### src/rtl/mem_req_arbiter_if.sv
// Requester-side and mmu-side request/response bundles
// for the two-port memory request arbiter.
interface req_port_if #(
  parameter int MEM_W = 32
);
  logic               req;
  logic [31:0]        addr;
  logic               we;
  logic [MEM_W/8-1:0] be;
  logic [MEM_W-1:0]   wdata;
  logic               gnt;
  logic               rvalid;
  logic               err;
  logic [MEM_W-1:0]   rdata;

  modport master (
    output req, addr, we, be, wdata,
    input  gnt, rvalid, err, rdata
  );

  modport slave (
    input  req, addr, we, be, wdata,
    output gnt, rvalid, err, rdata
  );
endinterface

interface mmu_port_if #(
  parameter int MEM_W = 32
);
  logic               req;
  logic [31:0]        addr;
  logic               we;
  logic [MEM_W/8-1:0] be;
  logic [MEM_W-1:0]   wdata;
  logic               rvalid;
  logic               err;
  logic [MEM_W-1:0]   rdata;

  modport master (
    output req, addr, we, be, wdata,
    input  rvalid, err, rdata
  );

  modport slave (
    input  req, addr, we, be, wdata,
    output rvalid, err, rdata
  );
endinterface

### src/rtl/mem_req_arbiter.sv
// Round-robin merge of scalar and vector memory ports onto
// the single mmu request port, one transaction in flight.
module mem_req_arbiter #(
  parameter int MEM_W          = 32,
  parameter int TIMEOUT_CYCLES = 1024
) (
  input  logic       clk,
  input  logic       rst,
  req_port_if.slave  p0,
  req_port_if.slave  p1,
  mmu_port_if.master mmu,
  output logic       busy_o,
  output logic       timeout_o
);

  localparam int BE_W = MEM_W / 8;
  localparam bit WD_EN = (TIMEOUT_CYCLES != 0);
  localparam int TW =
    WD_EN ? $clog2(TIMEOUT_CYCLES + 1) : 1;
  localparam logic [TW-1:0] T_LAST =
    TW'(WD_EN ? TIMEOUT_CYCLES - 1 : 0);

  typedef enum logic {
    S_IDLE,
    S_WAIT
  } state_e;

  typedef struct packed {
    logic [31:0]      addr;
    logic             we;
    logic [BE_W-1:0]  be;
    logic [MEM_W-1:0] wdata;
  } hold_t;

  state_e          state_q, state_d;
  logic            owner_q, owner_d;
  logic            last_q, last_d;
  logic [TW-1:0]   timer_q, timer_d;
  hold_t           hold_q, hold_d;

  logic in_wait;
  logic resp;
  logic fire;
  logic done;
  logic take;
  logic win;

  assign in_wait = (state_q == S_WAIT);
  assign resp    = mmu.rvalid | mmu.err;
  assign fire    = WD_EN && in_wait && !resp
                   && (timer_q == T_LAST);
  assign done    = in_wait & (resp | fire);
  // Gated by rst so grants stay low while reset is held.
  assign take    = (state_q == S_IDLE)
                   & (p0.req | p1.req) & rst;
  assign win     = (p0.req & p1.req) ? ~last_q : p1.req;

  always_comb begin
    state_d = state_q;
    owner_d = owner_q;
    last_d  = last_q;
    timer_d = timer_q;
    hold_d  = hold_q;
    if (take) begin
      state_d = S_WAIT;
      owner_d = win;
      last_d  = win;
      timer_d = '0;
      if (win) begin
        hold_d = '{p1.addr, p1.we, p1.be, p1.wdata};
      end else begin
        hold_d = '{p0.addr, p0.we, p0.be, p0.wdata};
      end
    end else if (done) begin
      state_d = S_IDLE;
    end else if (in_wait && timer_q != '1) begin
      timer_d = timer_q + 1'b1;
    end
  end

  always_ff @(posedge clk or negedge rst) begin
    if (!rst) begin
      state_q <= S_IDLE;
      owner_q <= 1'b0;
      last_q  <= 1'b1;
      timer_q <= '0;
      hold_q  <= '0;
    end else begin
      state_q <= state_d;
      owner_q <= owner_d;
      last_q  <= last_d;
      timer_q <= timer_d;
      hold_q  <= hold_d;
    end
  end

  assign p0.gnt = take & ~win;
  assign p1.gnt = take & win;

  assign p0.rvalid = in_wait & ~owner_q & mmu.rvalid;
  assign p1.rvalid = in_wait & owner_q & mmu.rvalid;

  assign p0.err = in_wait & ~owner_q & (mmu.err | fire);
  assign p1.err = in_wait & owner_q & (mmu.err | fire);

  assign p0.rdata = (in_wait & ~owner_q & resp)
                    ? mmu.rdata : '0;
  assign p1.rdata = (in_wait & owner_q & resp)
                    ? mmu.rdata : '0;

  assign mmu.req   = in_wait;
  assign mmu.addr  = in_wait ? hold_q.addr : '0;
  assign mmu.we    = in_wait & hold_q.we;
  assign mmu.be    = in_wait ? hold_q.be : '0;
  assign mmu.wdata = in_wait ? hold_q.wdata : '0;

  assign busy_o    = in_wait;
  assign timeout_o = fire;

endmodule

### src/flat_wrapper.sv
// flat-port wrapper written by rule: the top's interface ports become plain ports
module mem_req_arbiter_flat 
#(
  parameter int MEM_W          = 32,
  parameter int TIMEOUT_CYCLES = 1024
)
  (clk, rst, busy_o, timeout_o, p0_req, p0_addr, p0_we, p0_be, p0_wdata, p0_gnt, p0_rvalid, p0_err, p0_rdata, p1_req, p1_addr, p1_we, p1_be, p1_wdata, p1_gnt, p1_rvalid, p1_err, p1_rdata, mmu_req, mmu_addr, mmu_we, mmu_be, mmu_wdata, mmu_rvalid, mmu_err, mmu_rdata);
  req_port_if #(.MEM_W(MEM_W)) p0_i ();
  req_port_if #(.MEM_W(MEM_W)) p1_i ();
  mmu_port_if #(.MEM_W(MEM_W)) mmu_i ();
  input  logic clk;
  input  logic rst;
  output logic busy_o;
  output logic timeout_o;
  input wire logic [$bits(p0_i.req)-1:0] p0_req;
  input wire logic [$bits(p0_i.addr)-1:0] p0_addr;
  input wire logic [$bits(p0_i.we)-1:0] p0_we;
  input wire logic [$bits(p0_i.be)-1:0] p0_be;
  input wire logic [$bits(p0_i.wdata)-1:0] p0_wdata;
  output wire logic [$bits(p0_i.gnt)-1:0] p0_gnt;
  output wire logic [$bits(p0_i.rvalid)-1:0] p0_rvalid;
  output wire logic [$bits(p0_i.err)-1:0] p0_err;
  output wire logic [$bits(p0_i.rdata)-1:0] p0_rdata;
  input wire logic [$bits(p1_i.req)-1:0] p1_req;
  input wire logic [$bits(p1_i.addr)-1:0] p1_addr;
  input wire logic [$bits(p1_i.we)-1:0] p1_we;
  input wire logic [$bits(p1_i.be)-1:0] p1_be;
  input wire logic [$bits(p1_i.wdata)-1:0] p1_wdata;
  output wire logic [$bits(p1_i.gnt)-1:0] p1_gnt;
  output wire logic [$bits(p1_i.rvalid)-1:0] p1_rvalid;
  output wire logic [$bits(p1_i.err)-1:0] p1_err;
  output wire logic [$bits(p1_i.rdata)-1:0] p1_rdata;
  output wire logic [$bits(mmu_i.req)-1:0] mmu_req;
  output wire logic [$bits(mmu_i.addr)-1:0] mmu_addr;
  output wire logic [$bits(mmu_i.we)-1:0] mmu_we;
  output wire logic [$bits(mmu_i.be)-1:0] mmu_be;
  output wire logic [$bits(mmu_i.wdata)-1:0] mmu_wdata;
  input wire logic [$bits(mmu_i.rvalid)-1:0] mmu_rvalid;
  input wire logic [$bits(mmu_i.err)-1:0] mmu_err;
  input wire logic [$bits(mmu_i.rdata)-1:0] mmu_rdata;
  assign p0_i.req = p0_req;
  assign p0_i.addr = p0_addr;
  assign p0_i.we = p0_we;
  assign p0_i.be = p0_be;
  assign p0_i.wdata = p0_wdata;
  assign p0_gnt = p0_i.gnt;
  assign p0_rvalid = p0_i.rvalid;
  assign p0_err = p0_i.err;
  assign p0_rdata = p0_i.rdata;
  assign p1_i.req = p1_req;
  assign p1_i.addr = p1_addr;
  assign p1_i.we = p1_we;
  assign p1_i.be = p1_be;
  assign p1_i.wdata = p1_wdata;
  assign p1_gnt = p1_i.gnt;
  assign p1_rvalid = p1_i.rvalid;
  assign p1_err = p1_i.err;
  assign p1_rdata = p1_i.rdata;
  assign mmu_req = mmu_i.req;
  assign mmu_addr = mmu_i.addr;
  assign mmu_we = mmu_i.we;
  assign mmu_be = mmu_i.be;
  assign mmu_wdata = mmu_i.wdata;
  assign mmu_i.rvalid = mmu_rvalid;
  assign mmu_i.err = mmu_err;
  assign mmu_i.rdata = mmu_rdata;
  mem_req_arbiter #(.MEM_W(MEM_W), .TIMEOUT_CYCLES(TIMEOUT_CYCLES)) u_core (.clk(clk), .rst(rst), .p0(p0_i), .p1(p1_i), .mmu(mmu_i), .busy_o(busy_o), .timeout_o(timeout_o));
endmodule
### config.mk
export PLATFORM = sky130hd
export DESIGN_NAME = mem_req_arbiter_flat
export DESIGN_NICKNAME = d
export VERILOG_FILES = /design/src/rtl/mem_req_arbiter_if.sv /design/src/rtl/mem_req_arbiter.sv /design/src/flat_wrapper.sv
export SDC_FILE = /design/constraint.sdc
export NUM_CORES = 1
export LEC_CHECK = 0
export CORE_MARGIN = 8
export CORE_UTILIZATION = 30
export DETAILED_ROUTE_END_ITERATION = 6
export PLACE_DENSITY = 0.79
export RECOVER_POWER = 50
export SLEW_MARGIN = 10
export SYNTH_ARGS = -nofsm -noshare
export SYNTH_HDL_FRONTEND = slang
export SYNTH_SLANG_ARGS = --single-unit
### constraint.sdc
create_clock -name clk -period 1.37 [get_ports clk]
set_input_delay 0.137 -clock clk [delete_from_list [all_inputs] [get_ports clk]]
set_output_delay 0.137 -clock clk [all_outputs]
set_load 0.01 [all_outputs]
---- After elaboration in Yosys (flattened, before gate mapping) ----
Cells that the tools add are included.
W data, S select, Z words.
word-level totals
  register bits after elaboration ......... 83
  input port bits ......................... 176
  word-level logic and storage cells ...... 54
operators by class
  add/sub/neg operators ................... 1
  eq/ne operators ......................... 3
  multiplexer cells ....................... 12
  bitwise operators ....................... 23
  reduce and logical (&&, ||, !) cells .... 7
operator list
  operator                 number
  $mux W32                 4
  $mux W69                 1
  $mux W11                 3
  $and A1 B1 Y1            15
  $add A11 B1 Y11 const B  1
  $eq A11 B10 Y1 const B   1
  $ne A11 B11 Y1 const B   1
  $mux W4                  1
  $not A1 Y1               4
  $or A1 B1 Y1             4
  $reduce_bool A2 Y1       2
  $logic_and A1 B1 Y1      3
  $mux W1                  3
  $ne A2 B2 Y1 const B     1
  $reduce_and A2 Y1        1
  $logic_not A1 Y1         1

---- Longest topological paths before layout ----
  word-level depth ........................ 8
  gate-level depth with buffers ........... 6

---- Worst setup path after synthesis ----
OpenSTA, ideal clock, no wires.
  path type ............................... reg2reg
  from .................................... reg u_core.state_q (netlist: u_core.busy_o)
  to ...................................... reg u_core.hold_q[24] (netlist name)
  setup time .............................. 126 ps
  data arrival time ....................... 1367 ps
  required time ........................... 1244 ps
  setup slack ............................. -123 ps
  cell stages (with the launch flop) ...... 6
  path buffers ............................ 2
  path through ............................ dfrtp_1 nor2b_2 o21ai_1 buf_2 clkbuf_1 a221o_1
on the way
  cells in the longest elaborated chain, start to end .. 3
ends and longest elaborated chain
  what                        RTL line               source
  from (decl)                 mem_req_arbiter.sv:35  state_e state_q, state_d;
  from (signal assigned)      mem_req_arbiter.sv:89  state_q <= state_d;
  $not A1 Y1                  mem_req_arbiter.sv:54  assign take = (state_q == S_IDLE)
  $and A1 B1 Y1 (2 in a row)  mem_req_arbiter.sv:55  & (p0.req | p1.req) & rst;
  to (signal assigned)        mem_req_arbiter.sv:93  hold_q <= hold_d;
  to (decl)                   mem_req_arbiter.sv:39  hold_t hold_q, hold_d;
Every way passes these cells.
A chain may end at the register's enable or synchronous reset.

---- Final worst setup path ----
  from .................................... reg u_core.state_q (netlist: u_core.busy_o)
  to ...................................... reg u_core.hold_q[61] (netlist name)
Same word-level chain as after synthesis.

==> reports/qor.yml <==
status:
  status: "finished with violations"
  violations: "negative setup slack"
grt:
  grt_pass1_vias: 5869
  grt_overflow: 0
  grt_util_all_layers_pct: 23.78
  antenna_found_initial: 0
  grt_start_max_net_pins: 48
  grt_pass1_wl_microns: 35560
critical_path:
  worstSetupPathType: "flop to flop"
  slowest_stage: "dfrtp_2"
  cpPeakStageDelay_ps: 440
  endpoint_kind: "flop"
  worstPathRequired_ps: 1590
  crit_fanout: 5
  cp_cell_sequence: "buf_6 > nor2b_4 > buf_6 > o21ai_4 > buf_8 > buf_12 > buf_12 > a221o_1"
  reg2reg_slack_ps: -410
  cp.arrival_ps: 2000
  critPathLaunchType: "flop"
place:
  place_hpwl_microns: 15850
  dp_slack_ps: -555.8
  placed_cell_area_sq_um: 8464
  io_buffers: 317
  place.gp.congestion: 0.8519
job:
  maxCapViolations: 0
synth:
  synth-edff-count: 0
  synth-seq-cells: 83
  syn_avg_cell_area_sq_um: 9.953
  syn-cell-area_sq_um: 4638
  synthArstFlopShare_pct: 100.0
  syn_inst: 466
  yosysUniqueCellTypes: 40
  ys_seq_area_share_pct: 44.81
  ys.flop_type: "dfrtp_1"
  synth_fp_nets: 643
  yosys_warnings: 0
pwr:
  p_int_mw: 6.968
  vdd_drop_max_v: 0.0007276
  leakage_nw: 4.785
  p_sw_share_pct: 28.15
  p_clk_share_pct: 27.3
  pwr-share-comb_pct: 39.1
  pwr-share-seq_pct: 33.6
  p_sw_mw: 2.730
  pwr_density_cell_nw_per_um2: 946.3
  fin_total_pwr_mw: 9.698
cts:
  clk_latency_ps: 350
  cts_tree: "done"
  clock_sinks: 83
  cts_buffer_depth: 2
  cts.htree.levels: 3
  cts_inserted_buffers: 9
  root_buffer: "clkbuf_16"
  clk_pin_slew_ps: 60
cells_and_area:
  fin_area_sq_um: 10250
  register_area_sq_um: 2079
  diodes: 0
  area_growth_pct: 121.0
  nNetsFinal: 1050
  nFillCells: 1081
  final_util_pct: 67.67
  multiInputGateArea_sq_um: 2929
  layout-drive-gt1-share_pct: 50.86
sta:
  hold_viol_final: 0
  final-max-slew-violation-count: 0
  fin_crit_ps: 1776
  setup_ws_ps: -406.4
  fin_crit_sh_pct: 129.7
  relSlewSlack_pct: 35.63
  worstMarginPinSlew_ps: 965.6
  setup_viol: 224
  timing.hold.ws_ps: 52.55
  rsz0062_at_grt: "yes"
  skew_ps: 6.040
  fmax_ghz: 0.5629
floorplanning:
  initial_core_util_pct: 30.62
  fp.dieArea_sq_um: 19700
  rows: 45
  die_y_microns: 140.3
  io_pins: 318
  die-width_microns: 140.3
  core_sq_um: 15150
route:
  viasPerCell: 5.177
  num_vias: 5513
  routed_wl_microns: 24890
  wl_per_cell_microns: 23.37
  drc_errors: 0
  ant_nets: 0
  dr.pass1.iters: 5
  drt_iter0_drc: 219
hold_path:
  hold_path.class: "input pin to async pin"
-- power groups by stage --
| stage | Sequential [mW] | Clock (mW) | Combinational (mW) |
|---|---|---|---|
| 2_1_floorplan | 3.16 | 0 | 1.23 |
| 3_3_place_gp | 3.24 | 0 | 2.85 |
| 3_5_place_dp | 3.24 | 0 | 2.90 |
| 4_1_cts | 3.23 | 2.70 | 3.47 |
| 5_1_grt | 3.31 | 2.79 | 4.02 |
| 6_report | 3.26 | 2.64 | 3.79 |
-- logic make-up (layout without fill, tap and decap cells) --
family,after synthesis,count (layout),synth area share (%)
simple gates,247,247,32.88
compound gates,93,93,18.26
fa+ha+maj,1,1,0.2697
buf+inv,41,452,3.588
flops,83,83,44.81
xor+xnor,1,1,0.1889
-- layout by cell type, fill, tap and decap left out, drive strengths merged, types with 4 or more instances in the layout --
cell type / count
buf: 258
and2: 204
clkdlybuf4s50: 173
dfrtp: 82
a221o: 69
nor2: 13
clkbuf: 12
nand2: 6
nand3: 6
o21ai: 5
a21oi: 5
a31oi: 4
a211oi: 4
-- flip-flops by register name, indices dropped and copies added, names as in the netlist --
name,flops
u_core.last_q,1
u_core.owner_q,1
u_core.busy_o,1
u_core.hold_q,69
u_core.timer_q,11
-- per-layer routing --
| metal | vias up | wire length, microns | part of all wire [%] | global-route usage (%) |
|---|---|---|---|---|
| met5 | - | 0 | 0 | 0 |
| met4 | 0 | 1079 | 4.3 | 10.69 |
| met3 | 54 | 2163 | 8.7 | 8.087 |
| met2 | 308 | 12360 | 50 | 41.78 |
| met1 | 2682 | 9286 | 37 | 25.37 |
| li1 | 2469 | - | - | - |
-- final timing paths --
| path | start | end | cells after the start |
|---|---|---|---|
| setup / recovery | u_core.busy_o | u_core.hold_q[61] | 8 |
| hold / removal | rst | u_core.hold_q[60] | 2 |
| setup reg to reg | u_core.busy_o | u_core.hold_q[61] | 8 |
| hold reg to reg | u_core.hold_q[15] | u_core.hold_q[15] | 1 |
| max in group asynchronous | rst | u_core.hold_q[37] | 3 |
| min in group clk | p1_wdata[8] | u_core.hold_q[8] | 2 |
-- cell type report --
class / instances / area share [%]
multi-input cells: 342 / 28.58
inverters: 2 / 0.07325
flip-flops and latches: 83 / 20.29
repair buffers: 435 / 45.67
well taps: 188 / 2.295
clock buffers: 10 / 2.332
clock inverters: 5 / 0.7569
-- Yosys cell counts, drive strengths merged (4+ instances only) --
cell | count | share of area [%]
a221o | 69 | 15
buf | 7 | 0.81
nand3 | 6 | 0.76
a21oi | 5 | 0.62
o21ai | 5 | 0.54
nand2 | 6 | 0.49
clkbuf | 32 | 2.6
a31oi | 4 | 0.54
nor2 | 13 | 1.1
dfrtp | 82 | 44
a211oi | 4 | 0.65
and2 | 204 | 28
-- worst max-delay path: cells and delay by family (launching register included) --
| kind | cells | cell delay, ps |
|---|---|---|
| AO/OA/AOI/OAI | 2 | 380 |
| buffers and inverters | 5 | 660 |
| flip-flops | 1 | 440 |
| AND/OR/NAND/NOR | 1 | 150 |
-- stage by stage --
step | setup TNS, ps | std cells
2_1_floorplan | -5134 | 466
3_3_place_gp | -70100 | 985
3_5_place_dp | -73930 | 985
4_1_cts | -62110 | 1056
5_1_grt | -83960 | 1065
6_report | -63950 | 1065
-- timing repair --
item | 4_1_cts | 5_1_grt
endpoints found under the hold margin | 35 | 35
setup endpoints to repair | 222 | 224
setup buffers | 35 | 22
pin swaps | 70 | 27
cloned | 22 | 1
resized for setup | 760 | 170
(Power assumes the default switching activity.)
==> edit, RTL diff (same flow settings) <==
`TIMEOUT_CYCLES` is set to 1024 in 2 places; all go to 2048.
--- a/src/rtl/mem_req_arbiter.sv
+++ b/src/rtl/mem_req_arbiter.sv
@@ -2,7 +2,7 @@
 // the single mmu request port, one transaction in flight.
 module mem_req_arbiter #(
   parameter int MEM_W          = 32,
-  parameter int TIMEOUT_CYCLES = 1024
+  parameter int TIMEOUT_CYCLES = 2048
 ) (
   input  logic       clk,
   input  logic       rst,
--- a/src/flat_wrapper.sv
+++ b/src/flat_wrapper.sv
@@ -2,7 +2,7 @@
 module mem_req_arbiter_flat 
 #(
   parameter int MEM_W          = 32,
-  parameter int TIMEOUT_CYCLES = 1024
+  parameter int TIMEOUT_CYCLES = 2048
 )
   (clk, rst, busy_o, timeout_o, p0_req, p0_addr, p0_we, p0_be, p0_wdata, p0_gnt, p0_rvalid, p0_err, p0_rdata, p1_req, p1_addr, p1_we, p1_be, p1_wdata, p1_gnt, p1_rvalid, p1_err, p1_rdata, mmu_req, mmu_addr, mmu_we, mmu_be, mmu_wdata, mmu_rvalid, mmu_err, mmu_rdata);
   req_port_if #(.MEM_W(MEM_W)) p0_i ();
Formal check against the unedited RTL: same outputs for any inputs over 4 cycles, from zero or initial values and one cycle with rst low; that may be too few to reach the edited logic, so the function may still have changed.
==> edit against the original RTL <==
  * The flow still finishes with violations (negative setup slack)
  * First-iteration DRC count grew 15%
  * Die area shrank 1.3%
  * Final area grew 8.2%
  * Synthesized area shrank 1.4%
  * Via count grew 6.9%
  * Power grew 4.9%
  * Worst setup slack lost 72 ps
  * Routed wire length grew 5.2%
  * Sequential power grew 2%
  * Sequential share of layout area shrank 1.3 points
  * Synthesized cell count grew 16%
  * Sequential cell count grew 1
  * Non-clock buffer count grew 13
  * Final cell count grew 8.4%
  * Critical path type unchanged
  * Critical endpoint is now u_core.timer_q[5]$_DFFE_PN0P_
  * Largest cell class unchanged
  * Highest routed layer unchanged
==> edit: results <==
[routing]
firstDrtPassIters = 4
vias = 5892
drc = 0
wirelength_mm = 26.2
drt_iter0_drc = 252

[sta]
whs_ps = 116
skew_ps = 10.9
relSlewSlack_pct = 40.5
setup_viol = 226
setup_tns_ps = -70780
setup_ws_ps = -478

[placement]
gp_congestion = 0.855
hpwl_mm = 14.9
dpl_worst_slack_ps = -712

[final_layout]
antenna_cells = 0
num-nets-final = 1138
final_layout_size_suffix_gt1_share_pct = 56.8
reg_top3 = "u_core.hold_q: 69 flops, u_core.timer_q: 12 flops"
fillers = 985

[worst_setup_path]
crit_family = "simple AND/OR/NAND/NOR gates"
max_stage_delay_ps = 450
crit_end = "u_core.timer_q[5]$_DFFE_PN0P_"
path_max_fanout = 6
rr_worst_depth = 5
critPathLaunch = "u_core.busy_o$_DFFE_PN0P_"

[power]
irDropWorstVdd_v = 0.000553
power_switching_mw = 3.16
leakagePower_nw = 5.14
clock_power_share_pct = 24.3
powerSeq_mw = 3.33

[status]
status = "finished with violations"
violations = "negative setup slack"

[clocking]
cts_root_buf = "clkbuf_16"
clk_path_buf_depth = 2
clk_pin_slew_worst_paths_ps = 70

[global_routing]
grt_max_degree = 52
antenna_found_initial = 0
grt_pass1_vias = 6124
grtUsageTotal_pct = 23.7
grt_pass1_wl_mm = 35.5

[synthesis]
synth_cell_types = 32
synthTopCellsByCount = "nand2_1 (151), and2_1 (134), dfrtp_1 (83), a22oi_1 (69), clkbuf_1 (37)"
synth_fp_nets = 719
synth-async-reset-ratio_pct = 100
ys_seq_area_share_pct = 46.0
synthTopCellsByArea = "dfrtp_1 (45%), and2_1 (18%), nand2_1 (12%)"
==> edit: cell count changes in the layout (fill, tap and decap cells not counted), sizes merged, moves of 3 or more <==
cell / delta
inv: +4
buf: +6
mux2i: +3
a221o: -69
nand2: +145
clkbuf: +7
a211oi: -4
a21oi: -3
and2: -70
a22oi: +69
==> edit: layout make-up <==
class                           count  area share, %
Timing Repair Buffer              448           46.6
Multi-Input combinational cell    415           29.5
Sequential cell                    84           19.0
Tap cell                          188           2.12
Clock buffer                        9           2.03
Clock inverter                      7          0.666
Inverter                            3          0.102
==> edit: worst reg2reg max path, cell delays in order (launching register included) <==
cell and delay, ps:
dfrtp_2 450, buf_6 120, or3b_4 370, or3_4 400, or3_1 330, a21oi_1 120
==> edit: what timing repair did <==
item | CTS | global route
pin swaps | 138 | 84
setup endpoints to repair | 225 | 226
cloned | 24 | 11
setup buffers | 53 | 13
endpoints found under the hold margin | 32 | 32
gates resized for setup | 839 | 262
==> edit: kinds of logic (layout without fill, tap and decap cells) <==
kind of cell	count (synthesis)	after routing	share of synthesized area [%]
buffers and inverters	44	467	3.78
DFF	84	84	46.0
and+or+nand+nor	322	322	35.0
adders and majority gates	1	1	0.274
AOI/OAI and AO/OA	88	89	14.3
muxes	3	3	0.657
==> edit: through the flow <==
| step | total power, mW | cell area, sq um | instances |
|---|---|---|---|
| after detailed placement | 5.99 | 8240 | 1054 |
| after CTS | 9.52 | 10200 | 1145 |
| final | 10.2 | 11100 | 1154 |
| after global placement | 5.92 | 8240 | 1054 |
| after global routing | 10.6 | 11100 | 1154 |
| after floorplan | 4.30 | 4630 | 542 |
==> edit: layer usage <==
metal	vias up	wire length (um)	GRT usage [%]
met5	-	0	0
met4	0	896	7.80
met3	52	2080	6.94
met2	308	13600	44.7
met1	2876	9560	24.5
li1	2656	-	-
